==> src/rtl/bot_mbox_pkg.sv <==
// Shared definitions for the bot mailbox transmit path: word indices inside a
// bot slot, flag encodings, fixed-point format and the writer FSM states.
`timescale 1ns/1ps
package bot_mbox_pkg;

    // Word index within a bot slot (low three bits of the bus address).
    localparam logic [2:0] WORD_FLAG = 3'd0;
    localparam logic [2:0] WORD_VX   = 3'd1;
    localparam logic [2:0] WORD_VY   = 3'd2;
    localparam logic [2:0] WORD_X    = 3'd3;
    localparam logic [2:0] WORD_Y    = 3'd4;

    // Flag encodings: 'w' = record written and ready, 'r' = reader has consumed it.
    localparam logic [15:0] FLAG_W = 16'h0077;
    localparam logic [15:0] FLAG_R = 16'h0072;

    // Q5.11: value scaled by 2^11 in a 16-bit two's complement word.
    localparam int Q_FRAC = 11;

    // Writer FSM: data words first, flag word last so the reader only ever
    // sees a complete record.
    typedef enum logic [2:0] {
        ST_IDLE   = 3'd0,
        ST_WR_VX  = 3'd1,
        ST_WR_VY  = 3'd2,
        ST_WR_X   = 3'd3,
        ST_WR_Y   = 3'd4,
        ST_COMMIT = 3'd5
    } wr_state_e;

endpackage

==> src/rtl/rr_arbiter.sv <==
// Round-robin arbiter over up to 8 requesters. The pointer holds the index
// where the next search begins; after a grant to g it moves to g+1, so the
// bot that just won becomes the lowest priority.
`timescale 1ns/1ps
module rr_arbiter #(
    parameter int N = 3
) (
    input  logic         clk,
    input  logic         rst,
    input  logic [N-1:0] req,
    input  logic         adv,
    output logic         gnt_valid,
    output logic [2:0]   gnt_idx
);

    logic [2:0]     ptr_q;
    logic [2:0]     ptr_d;
    logic [2*N-1:0] req_rot;
    logic [3:0]     pos;
    logic [3:0]     nxt;

    // Pick the first requester at or after the pointer, wrapping modulo N.
    always_comb begin
        req_rot   = {req, req} >> ptr_q;
        gnt_valid = 1'b0;
        gnt_idx   = 3'd0;
        pos       = 4'd0;
        for (int k = N - 1; k >= 0; k--) begin
            if (req_rot[k]) begin
                pos = {1'b0, ptr_q} + 4'(k);
                if (pos >= 4'(N)) begin
                    pos = pos - 4'(N);
                end
                gnt_valid = 1'b1;
                gnt_idx   = pos[2:0];
            end
        end
    end

    // Move the search start just past the bot that was granted.
    always_comb begin
        ptr_d = ptr_q;
        nxt   = {1'b0, gnt_idx} + 4'd1;
        if (nxt >= 4'(N)) begin
            nxt = 4'd0;
        end
        if (adv && gnt_valid) begin
            ptr_d = nxt[2:0];
        end
    end

    // Pointer register.
    always_ff @(posedge clk) begin
        if (rst) begin
            ptr_q <= 3'd0;
        end else begin
            ptr_q <= ptr_d;
        end
    end

endmodule

==> src/rtl/bot_state_writer.sv <==
// Transmit side of the bot mailbox. Holds one Q5.11 state record per bot and,
// once that bot's slot has been drained by the reader, writes vx, vy, x, y and
// finally the 'w' flag onto a word-write bus.
// Optional build macro: BOT_VEL_CLAMP_EN saturates vx/vy to [-VMAX, +VMAX]
// when a record is latched; without it all words pass through bit-exact.
`timescale 1ns/1ps
module bot_state_writer
    import bot_mbox_pkg::*;
#(
    parameter int                NUM_BOTS = 3,
    parameter int                WORD_W   = 16,
    parameter logic [WORD_W-1:0] VMAX     = 'h1000
) (
    input  logic                    clk,
    input  logic                    rst,
    input  logic [NUM_BOTS-1:0]     upd_valid,
    output logic [NUM_BOTS-1:0]     upd_ready,
    input  logic [NUM_BOTS*64-1:0]  upd_data,
    output logic                    wr_valid,
    input  logic                    wr_ready,
    output logic [5:0]              wr_addr,
    output logic [WORD_W-1:0]       wr_data,
    input  logic [NUM_BOTS-1:0]     slot_consumed,
    output logic                    write_done,
    output logic [2:0]              done_bot,
    output logic                    proto_err
);

    localparam int REC_W = 4 * WORD_W;

    // Record layout: {vx, vy, x, y}, vx in the MSBs.
    function automatic logic [WORD_W-1:0] rec_word(input logic [REC_W-1:0] rec,
                                                   input logic [2:0] idx);
        logic [WORD_W-1:0] w;
        case (idx)
            WORD_VX: w = rec[4*WORD_W-1:3*WORD_W];
            WORD_VY: w = rec[3*WORD_W-1:2*WORD_W];
            WORD_X:  w = rec[2*WORD_W-1:WORD_W];
            WORD_Y:  w = rec[WORD_W-1:0];
            default: w = WORD_W'(FLAG_W);
        endcase
        return w;
    endfunction

`ifdef BOT_VEL_CLAMP_EN
    function automatic logic [WORD_W-1:0] clamp_vel(input logic [WORD_W-1:0] v);
        logic signed [WORD_W-1:0] sv;
        logic signed [WORD_W-1:0] hi;
        logic signed [WORD_W-1:0] lo;
        sv = v;
        hi = VMAX;
        lo = -hi;
        if (sv > hi) begin
            return hi;
        end else if (sv < lo) begin
            return lo;
        end
        return v;
    endfunction

    function automatic logic [REC_W-1:0] latch_rec(input logic [REC_W-1:0] r);
        return {clamp_vel(r[4*WORD_W-1:3*WORD_W]),
                clamp_vel(r[3*WORD_W-1:2*WORD_W]),
                r[2*WORD_W-1:0]};
    endfunction
`else
    function automatic logic [REC_W-1:0] latch_rec(input logic [REC_W-1:0] r);
        return r;
    endfunction
`endif

    logic [NUM_BOTS-1:0]            hold_valid_q, hold_valid_d;
    logic [NUM_BOTS-1:0][REC_W-1:0] hold_data_q, hold_data_d;
    logic [NUM_BOTS-1:0]            slot_busy_q, slot_busy_d;
    logic                           proto_err_q, proto_err_d;

    wr_state_e                      state_q, state_d;
    logic [2:0]                     grant_q, grant_d;
    logic                           wr_valid_q, wr_valid_d;
    logic [5:0]                     wr_addr_q, wr_addr_d;
    logic [WORD_W-1:0]              wr_data_q, wr_data_d;
    logic                           write_done_q, write_done_d;
    logic [2:0]                     done_bot_q, done_bot_d;

    logic [NUM_BOTS-1:0]            cand;
    logic                           gnt_valid;
    logic [2:0]                     gnt_idx;
    logic                           arb_adv;
    logic                           commit_fire;
    logic [REC_W-1:0]               cur_rec;
    logic [REC_W-1:0]               gnt_rec;

    assign cand        = hold_valid_q & ~slot_busy_q;
    assign arb_adv     = (state_q == ST_IDLE);
    assign commit_fire = (state_q == ST_COMMIT) && wr_ready;

    rr_arbiter #(
        .N (NUM_BOTS)
    ) u_arb (
        .clk       (clk),
        .rst       (rst),
        .req       (cand),
        .adv       (arb_adv),
        .gnt_valid (gnt_valid),
        .gnt_idx   (gnt_idx)
    );

    // Mux out the in-flight record and the newly granted record.
    always_comb begin
        cur_rec = '0;
        gnt_rec = '0;
        for (int i = 0; i < NUM_BOTS; i++) begin
            if (grant_q == 3'(i)) begin
                cur_rec = hold_data_q[i];
            end
            if (gnt_idx == 3'(i)) begin
                gnt_rec = hold_data_q[i];
            end
        end
    end

    // Holding registers, slot occupancy and the sticky protocol error.
    always_comb begin
        hold_valid_d = hold_valid_q;
        hold_data_d  = hold_data_q;
        slot_busy_d  = slot_busy_q;
        proto_err_d  = proto_err_q;
        for (int i = 0; i < NUM_BOTS; i++) begin
            if (upd_valid[i] && !hold_valid_q[i]) begin
                hold_valid_d[i] = 1'b1;
                hold_data_d[i]  = latch_rec(upd_data[64*i +: REC_W]);
            end
            if (commit_fire && grant_q == 3'(i)) begin
                hold_valid_d[i] = 1'b0;
                slot_busy_d[i]  = 1'b1;
            end
            if (slot_consumed[i]) begin
                if (slot_busy_q[i]) begin
                    slot_busy_d[i] = 1'b0;
                end else begin
                    proto_err_d = 1'b1;
                end
            end
        end
    end

    // Writer FSM next-state and next-output; outputs hold while the bus stalls.
    always_comb begin
        state_d      = state_q;
        grant_d      = grant_q;
        wr_valid_d   = wr_valid_q;
        wr_addr_d    = wr_addr_q;
        wr_data_d    = wr_data_q;
        write_done_d = 1'b0;
        done_bot_d   = done_bot_q;
        case (state_q)
            ST_IDLE: begin
                if (gnt_valid) begin
                    grant_d    = gnt_idx;
                    state_d    = ST_WR_VX;
                    wr_valid_d = 1'b1;
                    wr_addr_d  = {gnt_idx, WORD_VX};
                    wr_data_d  = rec_word(gnt_rec, WORD_VX);
                end
            end
            ST_WR_VX: begin
                if (wr_ready) begin
                    state_d   = ST_WR_VY;
                    wr_addr_d = {grant_q, WORD_VY};
                    wr_data_d = rec_word(cur_rec, WORD_VY);
                end
            end
            ST_WR_VY: begin
                if (wr_ready) begin
                    state_d   = ST_WR_X;
                    wr_addr_d = {grant_q, WORD_X};
                    wr_data_d = rec_word(cur_rec, WORD_X);
                end
            end
            ST_WR_X: begin
                if (wr_ready) begin
                    state_d   = ST_WR_Y;
                    wr_addr_d = {grant_q, WORD_Y};
                    wr_data_d = rec_word(cur_rec, WORD_Y);
                end
            end
            ST_WR_Y: begin
                if (wr_ready) begin
                    state_d   = ST_COMMIT;
                    wr_addr_d = {grant_q, WORD_FLAG};
                    wr_data_d = WORD_W'(FLAG_W);
                end
            end
            ST_COMMIT: begin
                if (wr_ready) begin
                    state_d      = ST_IDLE;
                    wr_valid_d   = 1'b0;
                    wr_addr_d    = 6'd0;
                    wr_data_d    = '0;
                    write_done_d = 1'b1;
                    done_bot_d   = grant_q;
                end
            end
            default: begin
                state_d    = ST_IDLE;
                wr_valid_d = 1'b0;
                wr_addr_d  = 6'd0;
                wr_data_d  = '0;
            end
        endcase
    end

    // Single state/output register; reset abandons any record in flight.
    always_ff @(posedge clk) begin
        if (rst) begin
            hold_valid_q <= '0;
            hold_data_q  <= '0;
            slot_busy_q  <= '0;
            proto_err_q  <= 1'b0;
            state_q      <= ST_IDLE;
            grant_q      <= 3'd0;
            wr_valid_q   <= 1'b0;
            wr_addr_q    <= 6'd0;
            wr_data_q    <= '0;
            write_done_q <= 1'b0;
            done_bot_q   <= 3'd0;
        end else begin
            hold_valid_q <= hold_valid_d;
            hold_data_q  <= hold_data_d;
            slot_busy_q  <= slot_busy_d;
            proto_err_q  <= proto_err_d;
            state_q      <= state_d;
            grant_q      <= grant_d;
            wr_valid_q   <= wr_valid_d;
            wr_addr_q    <= wr_addr_d;
            wr_data_q    <= wr_data_d;
            write_done_q <= write_done_d;
            done_bot_q   <= done_bot_d;
        end
    end

    assign upd_ready  = ~hold_valid_q;
    assign wr_valid   = wr_valid_q;
    assign wr_addr    = wr_addr_q;
    assign wr_data    = wr_data_q;
    assign write_done = write_done_q;
    assign done_bot   = done_bot_q;
    assign proto_err  = proto_err_q;

endmodule

==> config.mk <==
export PLATFORM = sky130hd
export DESIGN_NAME = bot_state_writer
export DESIGN_NICKNAME = d
export VERILOG_FILES = /design/src/rtl/bot_mbox_pkg.sv /design/src/rtl/rr_arbiter.sv /design/src/rtl/bot_state_writer.sv
export SDC_FILE = /design/constraint.sdc
export NUM_CORES = 1
export LEC_CHECK = 0
export CORE_ASPECT_RATIO = 1.75
export CORE_MARGIN = 3
export CORE_UTILIZATION = 55
export CTS_CLUSTER_DIAMETER = 40
export CTS_CLUSTER_SIZE = 10
export DETAILED_ROUTE_END_ITERATION = 7
export GPL_TIMING_DRIVEN = 0
export PLACE_DENSITY = 0.83
export SYNTH_ARGS = -nofsm -noshare
export SYNTH_HDL_FRONTEND = slang
export SYNTH_SLANG_ARGS = --single-unit
==> constraint.sdc <==
create_clock -name clk -period 8.4 [get_ports clk]
set_input_delay 1.68 -clock clk [delete_from_list [all_inputs] [get_ports clk]]
set_output_delay 1.68 -clock clk [all_outputs]
set_load 0.02 [all_outputs]
# ---- Word-level counts from Yosys, hierarchy flattened
# Index checks and enable logic that the tools add are counted.
dict set report totals {
  register_bits 235
  latchBits 0
  ram_bits 0
  romBits 0
  in_bits 201
  output_inout_bits 31
  elab_cells 126
  mem_count 0
}
dict set report classes {
  n_addsub 6
  mul 0
  div 0
  n_lt_le_gt_ge 4
  n_eq_ne 15
  shift 1
  mux 56
  n_bitwise 5
  reduce_logical 23
}
# cell count
set op_table {}
lappend op_table {{$mux W64} 3}
lappend op_table {{$mux W48} 3}
lappend op_table {{$mux W16} 6}
lappend op_table {{$pmux W16 S6} 1}
lappend op_table {{$mux W3} 13}
lappend op_table {{$mux W6} 6}
lappend op_table {{$pmux W6 S6} 1}
lappend op_table {{$mux W1} 21}
lappend op_table {{$pmux W3 S6} 1}
lappend op_table {{$eq A3 B2 Y1 const B} 4}
lappend op_table {{$ge A4 B2 Y1 const B} 3}
lappend op_table {{$ne A2 B2 Y1 const B} 6}
lappend op_table {{$eq A3 B1 Y1 const B} 3}
lappend op_table {{$logic_not A3 Y1} 3}
lappend op_table {{$sub A3 B2 Y3 const B} 3}
lappend op_table {{$add A3 B1 Y4 const B} 2}
lappend op_table {{$logic_and A1 B1 Y1} 8}
lappend op_table {{$reduce_or A2 Y1} 4}
lappend op_table {{$eq A3 B3 Y1 const B} 2}
lappend op_table {{$not A3 Y3} 2}
lappend op_table {{$reduce_and A6 Y1} 1}
lappend op_table {{$shr A6 B3 Y3} 1}
lappend op_table {{$add A3 B2 Y4 const B} 1}
lappend op_table {{$reduce_and A2 Y1} 2}
lappend op_table {{7 further kinds} 10}

# ---- Longest topological paths before layout
# Gate-level depths: netlist of run 1.
dict set report depth {
  word_depth 12
  mapped_depth 16
  depth_no_buf 15
}

# ---- By module
# From an unflattened synthesis of run 1, not the netlist that was laid out.
dict set report unflattened {
  hier_cells 1369
  area_unflattened_um2 10431.3
}
# mod instances cells_per_inst area_each_um2 seq_area_each_um2
set by_module_without_submodules {}
lappend by_module_without_submodules {bot_state_writer 1 1276 9684.3 4624.4}
lappend by_module_without_submodules {rr_arbiter 1 93 747.0 60.1}

# ---- Least setup slack after synthesis of run 1
# No wires, ideal clock.
dict set report synth_path {
  kind {input port to flip-flop}
  from {input wr_ready}
  to {register wr_data_q[10], in the netlist wr_data[10]}
  setup_time_ns 0.060
  arrival_time_ns 3.185
  t_required_ns 8.340
  path_slack_ns 5.156
  path_stages 7
  n_path_buf 2
  cell_sequence {clkbuf_1 > nor2b_1 > o22a_1 > a31oi_1 > and2_1 > clkbuf_1 > a22o_1}
}
dict set report synth_between {
  elab_chain_cells 2
  elab_cells_between_ends 6
  classes_between {5 x eq/ne; 1 x reduce/logical}
}
# item line_no
set synth_rtl {}
lappend synth_rtl {{from (decl)} bot_state_writer.sv:20} ;# input logic wr_ready,
lappend synth_rtl {{$ne A2 B2 Y1 (no line)} n/a}
lappend synth_rtl {{$reduce_and A6 Y1 (no line) (*)} n/a}
lappend synth_rtl {{to (signal assigned)} bot_state_writer.sv:236} ;# wr_data_q <= wr_data_d;
lappend synth_rtl {{to (decl)} bot_state_writer.sv:81} ;# logic [WORD_W-1:0] wr_data_q, wr_data_d;
# Every way passes the cells marked *; elsewhere a longest branch is shown, timed or not.
# A chain may end at the register's enable or synchronous reset.

# ---- Worst setup path in the final report of run 1
dict set report layout_path {
  from {register u_arb.ptr_q[2]}
  to {register wr_data_q[13], in the netlist wr_data[13]}
}
dict set report layout_between {
  elab_chain_cells 12
  elab_cells_between_ends 28
  classes_between {5 x add/sub; 3 x order compare; 3 x eq/ne; 1 x shift; 14 x mux; 2 x reduce/logical}
}
# item line_no
set layout_rtl {}
lappend layout_rtl {{from (decl)} rr_arbiter.sv:16} ;# logic [2:0] ptr_q;
lappend layout_rtl {{from (signal assigned)} rr_arbiter.sv:57} ;# ptr_q <= ptr_d;
lappend layout_rtl {{$add A3 B2 Y4} rr_arbiter.sv:30} ;# pos = {1'b0, ptr_q} + 4'(k);
lappend layout_rtl {{$ge A4 B2 Y1 or $sub A3 B2 Y3 (tied branches)} {rr_arbiter.sv:31, rr_arbiter.sv:32}}
lappend layout_rtl {{$mux W3} rr_arbiter.sv:31} ;# if (pos >= 4'(N)) begin
lappend layout_rtl {{$mux W3 (3 in a row)} rr_arbiter.sv:29} ;# if (req_rot[k]) begin
lappend layout_rtl {{$logic_not A3 Y1} bot_state_writer.sv:116} ;# if (gnt_idx == 3'(i)) begin
lappend layout_rtl {{$mux W64 (3 in a row)} bot_state_writer.sv:116}
lappend layout_rtl {{$mux W16} bot_state_writer.sv:158} ;# if (gnt_valid) begin
lappend layout_rtl {{$pmux W16 S6} bot_state_writer.sv:156} ;# case (state_q)
# Several ways; a longest one is shown, not always the timed one. The select of a mux whose other input is x is not followed.

==> results of run 1 <==
==> final timing paths <==
path / slack [ps] / cells past startpoint / from / end
max: 4260 / 14 / u_arb.ptr_q[2]$_SDFFE_PP0P_ / wr_data[13]$_SDFFE_PP0P_
min: 450 / 2 / hold_data_q[91]$_SDFFE_PP0P_ / hold_data_q[91]$_SDFFE_PP0P_
max reg2reg: 4260 / 14 / u_arb.ptr_q[2]$_SDFFE_PP0P_ / wr_data[13]$_SDFFE_PP0P_
min reg2reg: 450 / 2 / hold_data_q[91]$_SDFFE_PP0P_ / hold_data_q[91]$_SDFFE_PP0P_
==> area by class of cell <==
type	count	area, µm²	share of cell area
clock inverter	3	68.82	0.004816
clock buffer	30	739.5	0.05175
multi-input combinational	1085	5663	0.3963
tap	241	301.5	0.02110
inverter	20	75.07	0.005254
timing repair buffer	230	2302	0.1611
buffer	110	454.2	0.03179
sequential	234	4684	0.3278
==> synthesized netlist by cell type (5+ instances only) <==
cell	number
nand2_1	457
a21oi_1	282
dfxtp_1	234
clkbuf_1	84
nor2b_1	37
nor2_1	34
nand3b_1	22
o21ai_0	22
inv_1	19
mux2i_1	17
buf_1	15
nor3_1	15
and3b_1	14
o21bai_1	14
ha_1	13
o22ai_1	11
o311ai_1	11
o31ai_1	11
a22o_1	10
o21ai_1	10
nand3_1	9
or3_1	7
buf_2	6
o211ai_1	6
o221a_1	6
a31oi_1	5
nand2b_1	5
nor3b_1	5
==> sequential cells by signal, summed over array words and instances, names as in the netlist <==
signal and count:
hold_data_q 192, wr_data 16, wr_addr 5, done_bot 3
grant_q 3, hold_valid_q 3, slot_busy_q 3, state_q 3
u_arb.ptr_q 3, proto_err 1, wr_valid 1, write_done 1
==> where the power goes <==
part / internal, mW / switching, mW / total, mW
registers: 1.21 / 0.0775 / 1.29
clock network: 0.675 / 0.442 / 1.12
logic: 0.473 / 0.787 / 1.26
==> routing by layer <==
| metal | GRT usage | up-vias |
|---|---|---|
| met5 | 0 | - |
| met4 | 0.2749 | 0 |
| met3 | 0.04729 | 200 |
| met2 | 0.7170 | 604 |
| met1 | 0.3617 | 5442 |
| li1 | - | 5446 |
==> kinds of logic (layout without fill, tap and decap cells) <==
group | after synthesis | in the layout | share of synthesized area
AND/OR/NAND/NOR | 628 | 628 | 0.2562
AO/OA/AOI/OAI | 423 | 423 | 0.2304
flip-flops | 234 | 234 | 0.4307
buffers and inverters | 130 | 393 | 0.04866
multiplexers | 18 | 18 | 0.01668
adder cells (fa/ha/maj) | 13 | 13 | 0.01495
XOR/XNOR | 3 | 3 | 0.002416
==> per-stage QoR <==
step	power (mW)	hold WS (ps)	worst slack [ps]	instances
2_1_floorplan	2.033	431.8	5156	1449
3_3_place_gp	2.506	439.4	4214	1920
3_5_place_dp	2.529	447.4	4216	1920
4_1_cts	3.626	454.7	4366	1953
5_1_grt	3.787	472.6	4054	1953
6_report	3.665	452.2	4261	1953
==> worst max-delay path, cell delays in order (launching register included) <==
cell      delay (ps)
dfxtp_1          480
inv_1            230
ha_1             400
a21bo_2          270
a211oi_1         220
o31a_1           260
a211o_1          270
and3_1           260
ha_1             380
clkbuf_1         380
nand3b_1         120
a21oi_1          320
a21oi_1           90
o311ai_1         240
a22o_1           160
==> results_dict.tcl, run 1 <==
set metrics [dict create \
    vias 11690 \
    routed-wl-met2_um 22430 \
    hold_viol 0 \
    path_clk_slew_ps 60 \
    ys.flop_type "dfxtp_1" \
    wl_met3_um 2502 \
    wl_met1_um 13720 \
    grt_pass1_wl_um 62770 \
    gr-usage-all-layers 0.3756 \
    hp-class "reg -> reg" \
    layout_commonest_cell "nand2_1" \
    synth_top_cells_by_area "dfxtp_1, nand2_1, a21oi_1" \
    grt_max_degree 14 \
    first_pass_iters 6 \
    place_congestion 1.006 \
    core_um2 19280 \
    antenna_found_initial 0 \
    cp-start-kind "flop" \
    synth_top_area_frac 0.4307 \
    seq_area_frac_synth 0.4307 \
    slew_violations 0 \
    cellPowerDensity_nw_per_um2 256.5 \
    postRouteAntennaNets 0 \
    setup_tns_ps 0 \
    row_count 67 \
    worst_pin_slew_ps 904.9 \
    drv_cap 0 \
    setup_viol 0 \
    synth_cell_types 66 \
    period_minus_slack_ps 4139 \
    first_global_vias 11960 \
    p_leak_nw 5.227 \
    syn_area_um2 10880 \
    criticalPathCategory "reg -> reg" \
    final_util 0.7411 \
    viasPerCell 5.987 \
    dieArea_um2 21570 \
    synthCells 1449 \
    wl_per_cell_um 21.57 \
    htreeDepth 1 \
    num_io_pins 232 \
    slew-limit-headroom 0.3955 \
    cts_buffer_depth 3 \
    holdBufCountCts 0 \
    max_freq_mhz 241.6 \
    num-fill-cells 1476 \
    nets 1923 \
    status "complete, no violations" \
    antenna_cells 0 \
    fp.dieH_um 192.0 \
    rsz0062_at_grt "no" \
    overflow 0 \
    layout_common_cells "nand2_1, a21oi_1, dfxtp_1, clkdlybuf4s50_1, clkbuf_1" \
    finClkSkew_ps 15.02 \
    ctsResizeCount 0 \
    worstPathRequired_ps 8880 \
    drt_iter0_markers 973 \
    vdd_ir_drop_max_mv 0.2539 \
    synth-edff-count 0 \
    arrival_ps 4610 \
    dpl_cell_area_um2 13480 \
    clkSinkCount 234 \
    route.final.wire_length_um 42130 \
    final_cell_area_um2 14290 \
    layout-area-overhead-vs-synth_pct 31.37 \
    drc_errors 0 \
    cts_tree "built" \
    worstSetupEndpointType "flop" \
    numCtsBuffers 28 \
    cp_max_fo 10 \
    synthArstFlopShare 0 \
    drive_gt1_frac 0.03621 \
    synth_seq_cells 234 \
    hpwl_um 32810 \
    postCtsSetupBuffers 0 \
    ys_warn_count 0 \
    syn_area_per_cell_um2 7.506 \
    period_share 0.4927 \
    cts-root-buf "clkbuf_16" \
    start_util 0.5641 \
    top_layer "met4" \
    synth_nets 1663 \
    synth_top_area_cell "dfxtp_1" \
    clk-insertion-delay-late_ps 530 \
    io_buffer_count 230 \
    die_x_um 112.3 \
]
No activity file was read; power rests on OpenSTA's default activity.
==> inputs of run 2 (changes only) <==
- CORE_UTILIZATION: 55 -> 46
- PLACE_DENSITY: 0.83 -> 0.74
- clock period: 8.4 -> 3.4 ns (I/O delays scaled with it)
==> run 2 against run 1 <==
Effect of this change:
- hold slack worse by 0.72 ps
- combinational power rose to 2.6 times the previous value
- wire length fell by 0.69%
- sequential share of layout area fell by 0.71 points
- first-iteration DRC count shrank 16%
- clock skew increased by 4.0 ps
- sequential power increased by 150%
- die area is 19% higher
- critical endpoint is now wr_data[12]$_SDFFE_PP0P_
==> results_dict.tcl, run 2 (synthesized netlist as in run 1, its figures left out) <==
set metrics [dict create \
    antenna_cells 0 \
    viasPerCell 5.585 \
    antenna_found_initial 0 \
    start_util 0.4725 \
    fp.dieH_um 209.4 \
    slew-limit-headroom 0.4127 \
    setup_tns_ps 0 \
    criticalPathCategory "reg -> reg" \
    layout_common_cells "nand2_1, a21oi_1, dfxtp_1, clkdlybuf4s50_1, clkbuf_1" \
    dp_cells 1979 \
    postRouteAntennaNets 0 \
    io_buffer_count 230 \
    worst_pin_slew_ps 881.0 \
    arrival_ps 3790 \
    rsz0062_at_grt "no" \
    first_pass_iters 6 \
    die_x_um 122.2 \
    cp_slowest_cell "dfxtp_2" \
    htreeDepth 1 \
    path_clk_slew_ps 60 \
    finClkSkew_ps 19.03 \
    core_um2 23020 \
    drc_errors 0 \
    vias 11300 \
    route.final.wire_length_um 41840 \
    cpLargestDelayFamily "compound AO/OA/AOI/OAI gates" \
    layout_commonest_cell "nand2_1" \
    drive_gt1_frac 0.06036 \
    num_io_pins 232 \
    row_count 73 \
    period_share 0.9681 \
    nets 1928 \
    top_register "hold_data_q" \
    period_minus_slack_ps 3291 \
    slowest_delay_ps 410 \
    place_congestion 0.9527 \
    clk-insertion-delay-late_ps 560 \
    overflow 0 \
    dieArea_um2 25600 \
    holdWs_ps 451.5 \
    cts-root-buf "clkbuf_16" \
    path_buf_inv 1 \
    worstPathRequired_ps 3900 \
    drt_iter0_markers 822 \
    cts_buffer_depth 3 \
    grt_pass1_wl_um 61810 \
    vdd_ir_drop_max_mv 0.3877 \
    cp_max_fo 10 \
    setup_viol 0 \
    drv_cap 0 \
    max_freq_mhz 303.8 \
    worstPathCellList "ha_2 -> ha_4 -> a21bo_2 -> a211oi_1 -> o31a_1 -> a211o_1 -> and3_4 -> ha_2 -> clkbuf_4 -> nand3b_1 -> a21oi_2 -> a21oi_2 -> o311ai_1 -> a22o_1" \
    cellPowerDensity_nw_per_um2 639.8 \
    first_global_vias 11480 \
    grt_max_degree 16 \
    clkSinkCount 234 \
    largest_reg_flops 192 \
    numCtsBuffers 29 \
    layout.cells.non_filler 2023 \
    hpwl_um 33020 \
    gr-usage-all-layers 0.3160 \
    hp-class "reg -> reg" \
    hold_viol 0 \
    slew_violations 0 \
    layout-area-overhead-vs-synth_pct 34.44 \
    status "complete, no violations" \
    cp-start-kind "flop" \
    wl_per_cell_um 20.68 \
    worstSetupEndpointType "flop" \
    cts_tree "built" \
    holdBufCountCts 0 \
    p_leak_nw 5.323 \
]
## run 2: cell count changes in the layout (fill, tap and decap cells not counted), moves of 2 or more
cell | previous run | this run
a21oi_1 | 282 | 267
buf_4 | 1 | 5
nor3_1 | 15 | 13
dfxtp_2 | 0 | 2
nor3_2 | 1 | 3
a21oi_2 | 1 | 16
ha_2 | 0 | 2
ha_4 | 0 | 2
dfxtp_1 | 234 | 231
clkbuf_1 | 84 | 82
clkbuf_4 | 0 | 3
ha_1 | 13 | 9
buf_2 | 6 | 8
## run 2: final cells by class
| type | count | area [µm²] |
|---|---|---|
| Inverter | 20 | 75.07 |
| Fill cell | 2175 | 8394 |
| Buffer | 110 | 473.0 |
| Timing Repair Buffer | 234 | 2345 |
| Clock buffer | 35 | 768.2 |
| Tap cell | 300 | 375.4 |
| Multi-Input combinational cell | 1085 | 5777 |
| Clock inverter | 5 | 118.9 |
| Sequential cell | 234 | 4691 |
## run 2: stage by stage
stage	utilization	area, µm²	setup slack [ps]	power (mW)
global route	0.6353	14620	10.83	9.690
detailed placement	0.5889	13550	-516.3	6.233
finish	0.6353	14620	108.6	9.355
CTS	0.6312	14530	5.890	9.243
floorplan	-	10880	261.0	5.023
global placement	0.5889	13550	-451.6	6.199
## run 2: layer usage
metal / vias up / share of wire / GRT usage
li1: 5481 / - / -
met1: 5248 / 0.35 / 0.3177
met2: 444 / 0.54 / 0.6049
met3: 125 / 0.050 / 0.03559
met4: 0 / 0.060 / 0.1868
met5: - / 0 / 0
## run 2: power by group
part | switching (mW) | internal [mW]
sequential | 0.194 | 2.99
combinational | 1.95 | 1.28
clock | 1.13 | 1.80
total | 3.28 | 6.07
## run 2: path summary, 6_finish.rpt
kind	slack, ps	start	end	cells after the start
max reg2reg	110	u_arb.ptr_q[0]$_SDFFE_PP0P_	wr_data[12]$_SDFFE_PP0P_	14
min reg2reg	450	hold_data_q[90]$_SDFFE_PP0P_	hold_data_q[90]$_SDFFE_PP0P_	2
max	110	u_arb.ptr_q[0]$_SDFFE_PP0P_	wr_data[12]$_SDFFE_PP0P_	14
min	450	hold_data_q[90]$_SDFFE_PP0P_	hold_data_q[90]$_SDFFE_PP0P_	2
## run 2: timing repair
action | in CTS | in global routing
cloned | 0 | 0
endpoints found under the setup margin | 16 | 16
gates resized for setup | 29 | 18
endpoints found under the hold margin | 0 | 0
pin swaps | 1 | 3
setup buffers | 1 | 3
## run 2: worst reg2reg max path: stages, from the launching register on
cell,delay (ps)
dfxtp_2,410
ha_2,240
ha_4,220
a21bo_2,230
a211oi_1,60
o31a_1,270
a211o_1,340
and3_4,190
ha_2,230
clkbuf_4,190
nand3b_1,180
a21oi_2,200
a21oi_2,70
o311ai_1,260
a22o_1,160
==> inputs of run 3 (changes only) <==
- CTS_CLUSTER_SIZE: 10 -> 20
==> run 3 against run 2 <==
Effect of this change:
- combinational power is essentially flat
- critical path type unchanged
- wire length shrank 0.88%
- design area shrank 0.28%
- clock skew grew 6.6 ps
==> results_dict.tcl, run 3 (synthesized netlist as in run 1, its figures left out) <==
set metrics [dict create \
    layout_common_cells "nand2_1, a21oi_1, dfxtp_1, clkdlybuf4s50_1, clkbuf_1" \
    overflow 0 \
    path_clk_slew_ps 70 \
    path_buf_inv 1 \
    first_global_vias 11360 \
    slew-limit-headroom 0.4381 \
    clk-insertion-delay-late_ps 540 \
    vias 11230 \
    io_buffer_count 230 \
    period_minus_slack_ps 3344 \
    nets 1923 \
    core_um2 23020 \
    die_x_um 122.2 \
    start_util 0.4725 \
    fp.dieH_um 209.4 \
    worstPathCellList "ha_2 -> ha_1 -> a21bo_2 -> a211oi_1 -> o31a_1 -> a211o_1 -> and3_4 -> ha_2 -> clkbuf_4 -> nand3b_1 -> a21oi_2 -> a21oi_2 -> o311ai_2 -> a22o_1" \
    gr-usage-all-layers 0.3136 \
    worstSetupEndpointType "flop" \
    hpwl_um 33020 \
    antenna_cells 0 \
    status "complete, no violations" \
    num-fill-cells 2190 \
    top_register "hold_data_q" \
    hold_viol 0 \
    layout_commonest_cell "nand2_1" \
    first_pass_iters 6 \
    cp-start-kind "flop" \
    slowest_delay_ps 380 \
    place_congestion 0.9527 \
    hp-class "reg -> reg" \
    cts_buffer_depth 3 \
    dieArea_um2 25600 \
    row_count 73 \
    drt_iter0_markers 724 \
    wl_per_cell_um 20.46 \
    antenna_found_initial 0 \
    grt_max_degree 21 \
    setup_viol 0 \
    cp_slowest_cell "dfxtp_4" \
    grt_pass1_wl_um 61340 \
    drive_gt1_frac 0.06254 \
    finClkSkew_ps 25.60 \
    route.final.wire_length_um 41470 \
    cellPowerDensity_nw_per_um2 626.6 \
    r2r_setup_slack_ps 60 \
    final_util 0.6335 \
    arrival_ps 3820 \
    clkSinkCount 234 \
    layout-area-overhead-vs-synth_pct 34.06 \
    drv_cap 0 \
    period_share 0.9835 \
    worstPathRequired_ps 3870 \
    max_freq_mhz 299.0 \
    slew_violations 0 \
    cp_max_fo 10 \
    final_cell_area_um2 14580 \
    cpLargestDelayFamily "compound AO/OA/AOI/OAI gates" \
    worst_pin_slew_ps 842.8 \
    postRouteAntennaNets 0 \
    num_io_pins 232 \
    criticalPathCategory "reg -> reg" \
    fin_ws_ps 56.07 \
    viasPerCell 5.542 \
    htreeDepth 1 \
    drc_errors 0 \
    cts-root-buf "clkbuf_16" \
    cts_tree "built" \
    holdBufCountCts 0 \
    largest_reg_flops 192 \
    p_leak_nw 5.295 \
    pre_cts_slack_ps -516.3 \
    dpl_cell_area_um2 13550 \
    numCtsBuffers 24 \
    vdd_ir_drop_max_mv 0.4014 \
]
[run 3: changes by cell type in the layout (fill, tap and decap cells not counted), sizes merged]
cell / change
buf: -2
clkinvlp: +2
clkbuf: -8
bufinv: -3
clkinv: +8
inv: +7
[run 3: cell type report]
type	instances	area, µm²	area share
Clock inverter	19	232.7	0.01596
Tap cell	300	375.4	0.02574
Sequential cell	234	4693	0.3219
Buffer	110	475.5	0.03261
Inverter	20	75.07	0.005148
Multi-Input combinational cell	1085	5771	0.3957
Clock buffer	25	614.3	0.04213
Timing Repair Buffer	234	2345	0.1608
[run 3: worst register-to-register path, stage by stage, from the launching register on]
cell	delay [ps]
dfxtp_4	380
ha_2	220
ha_1	310
a21bo_2	180
a211oi_1	60
o31a_1	280
a211o_1	340
and3_4	200
ha_2	240
clkbuf_4	190
nand3b_1	200
a21oi_2	210
a21oi_2	80
o311ai_2	280
a22o_1	160
[run 3: stage by stage]
step                total power [mW]  hold slack (ps)  setup TNS, ps  std cells
floorplan                      5.023            431.8              0       1449
CTS                            9.041            454.6         -116.9       2024
finish                         9.137            453.8              0       2027
global placement               6.199            438.2          -5823       1979
global route                   9.504            473.5         -21.32       2027
detailed placement             6.233            444.1          -6597       1979
[run 3: worst paths after layout]
kind / startpoint / end / cells past startpoint
worst max-delay path: u_arb.ptr_q[0]$_SDFFE_PP0P_ / wr_data[10]$_SDFFE_PP0P_ / 14
worst min register to register: hold_data_q[16]$_SDFFE_PP0P_ / hold_data_q[16]$_SDFFE_PP0P_ / 2
worst min-delay path: hold_data_q[16]$_SDFFE_PP0P_ / hold_data_q[16]$_SDFFE_PP0P_ / 2
worst max register to register: u_arb.ptr_q[0]$_SDFFE_PP0P_ / wr_data[10]$_SDFFE_PP0P_ / 14
[run 3: layer usage]
| metal | up-vias | wire (µm) | track usage |
|---|---|---|---|
| met3 | 119 | 1918 | 0.03154 |
| met4 | 0 | 2430 | 0.1740 |
| met5 | - | 0 | 0 |
| li1 | 5474 | - | - |
| met2 | 416 | 22650 | 0.6060 |
| met1 | 5225 | 14470 | 0.3177 |
[run 3: timing repair]
action                     in CTS  in global routing
setup endpoints to repair      16                 16
gates cloned                    0                  0
gates resized for setup        25                 19
buffers inserted                1                  3
pin swaps                       2                  3
[run 3: where the power goes]
part	switching [mW]	internal (mW)	leakage, nW
Combinational	1.94	1.28	2.97
Clock	1.30	1.43	0.407
Sequential	0.193	2.99	1.92
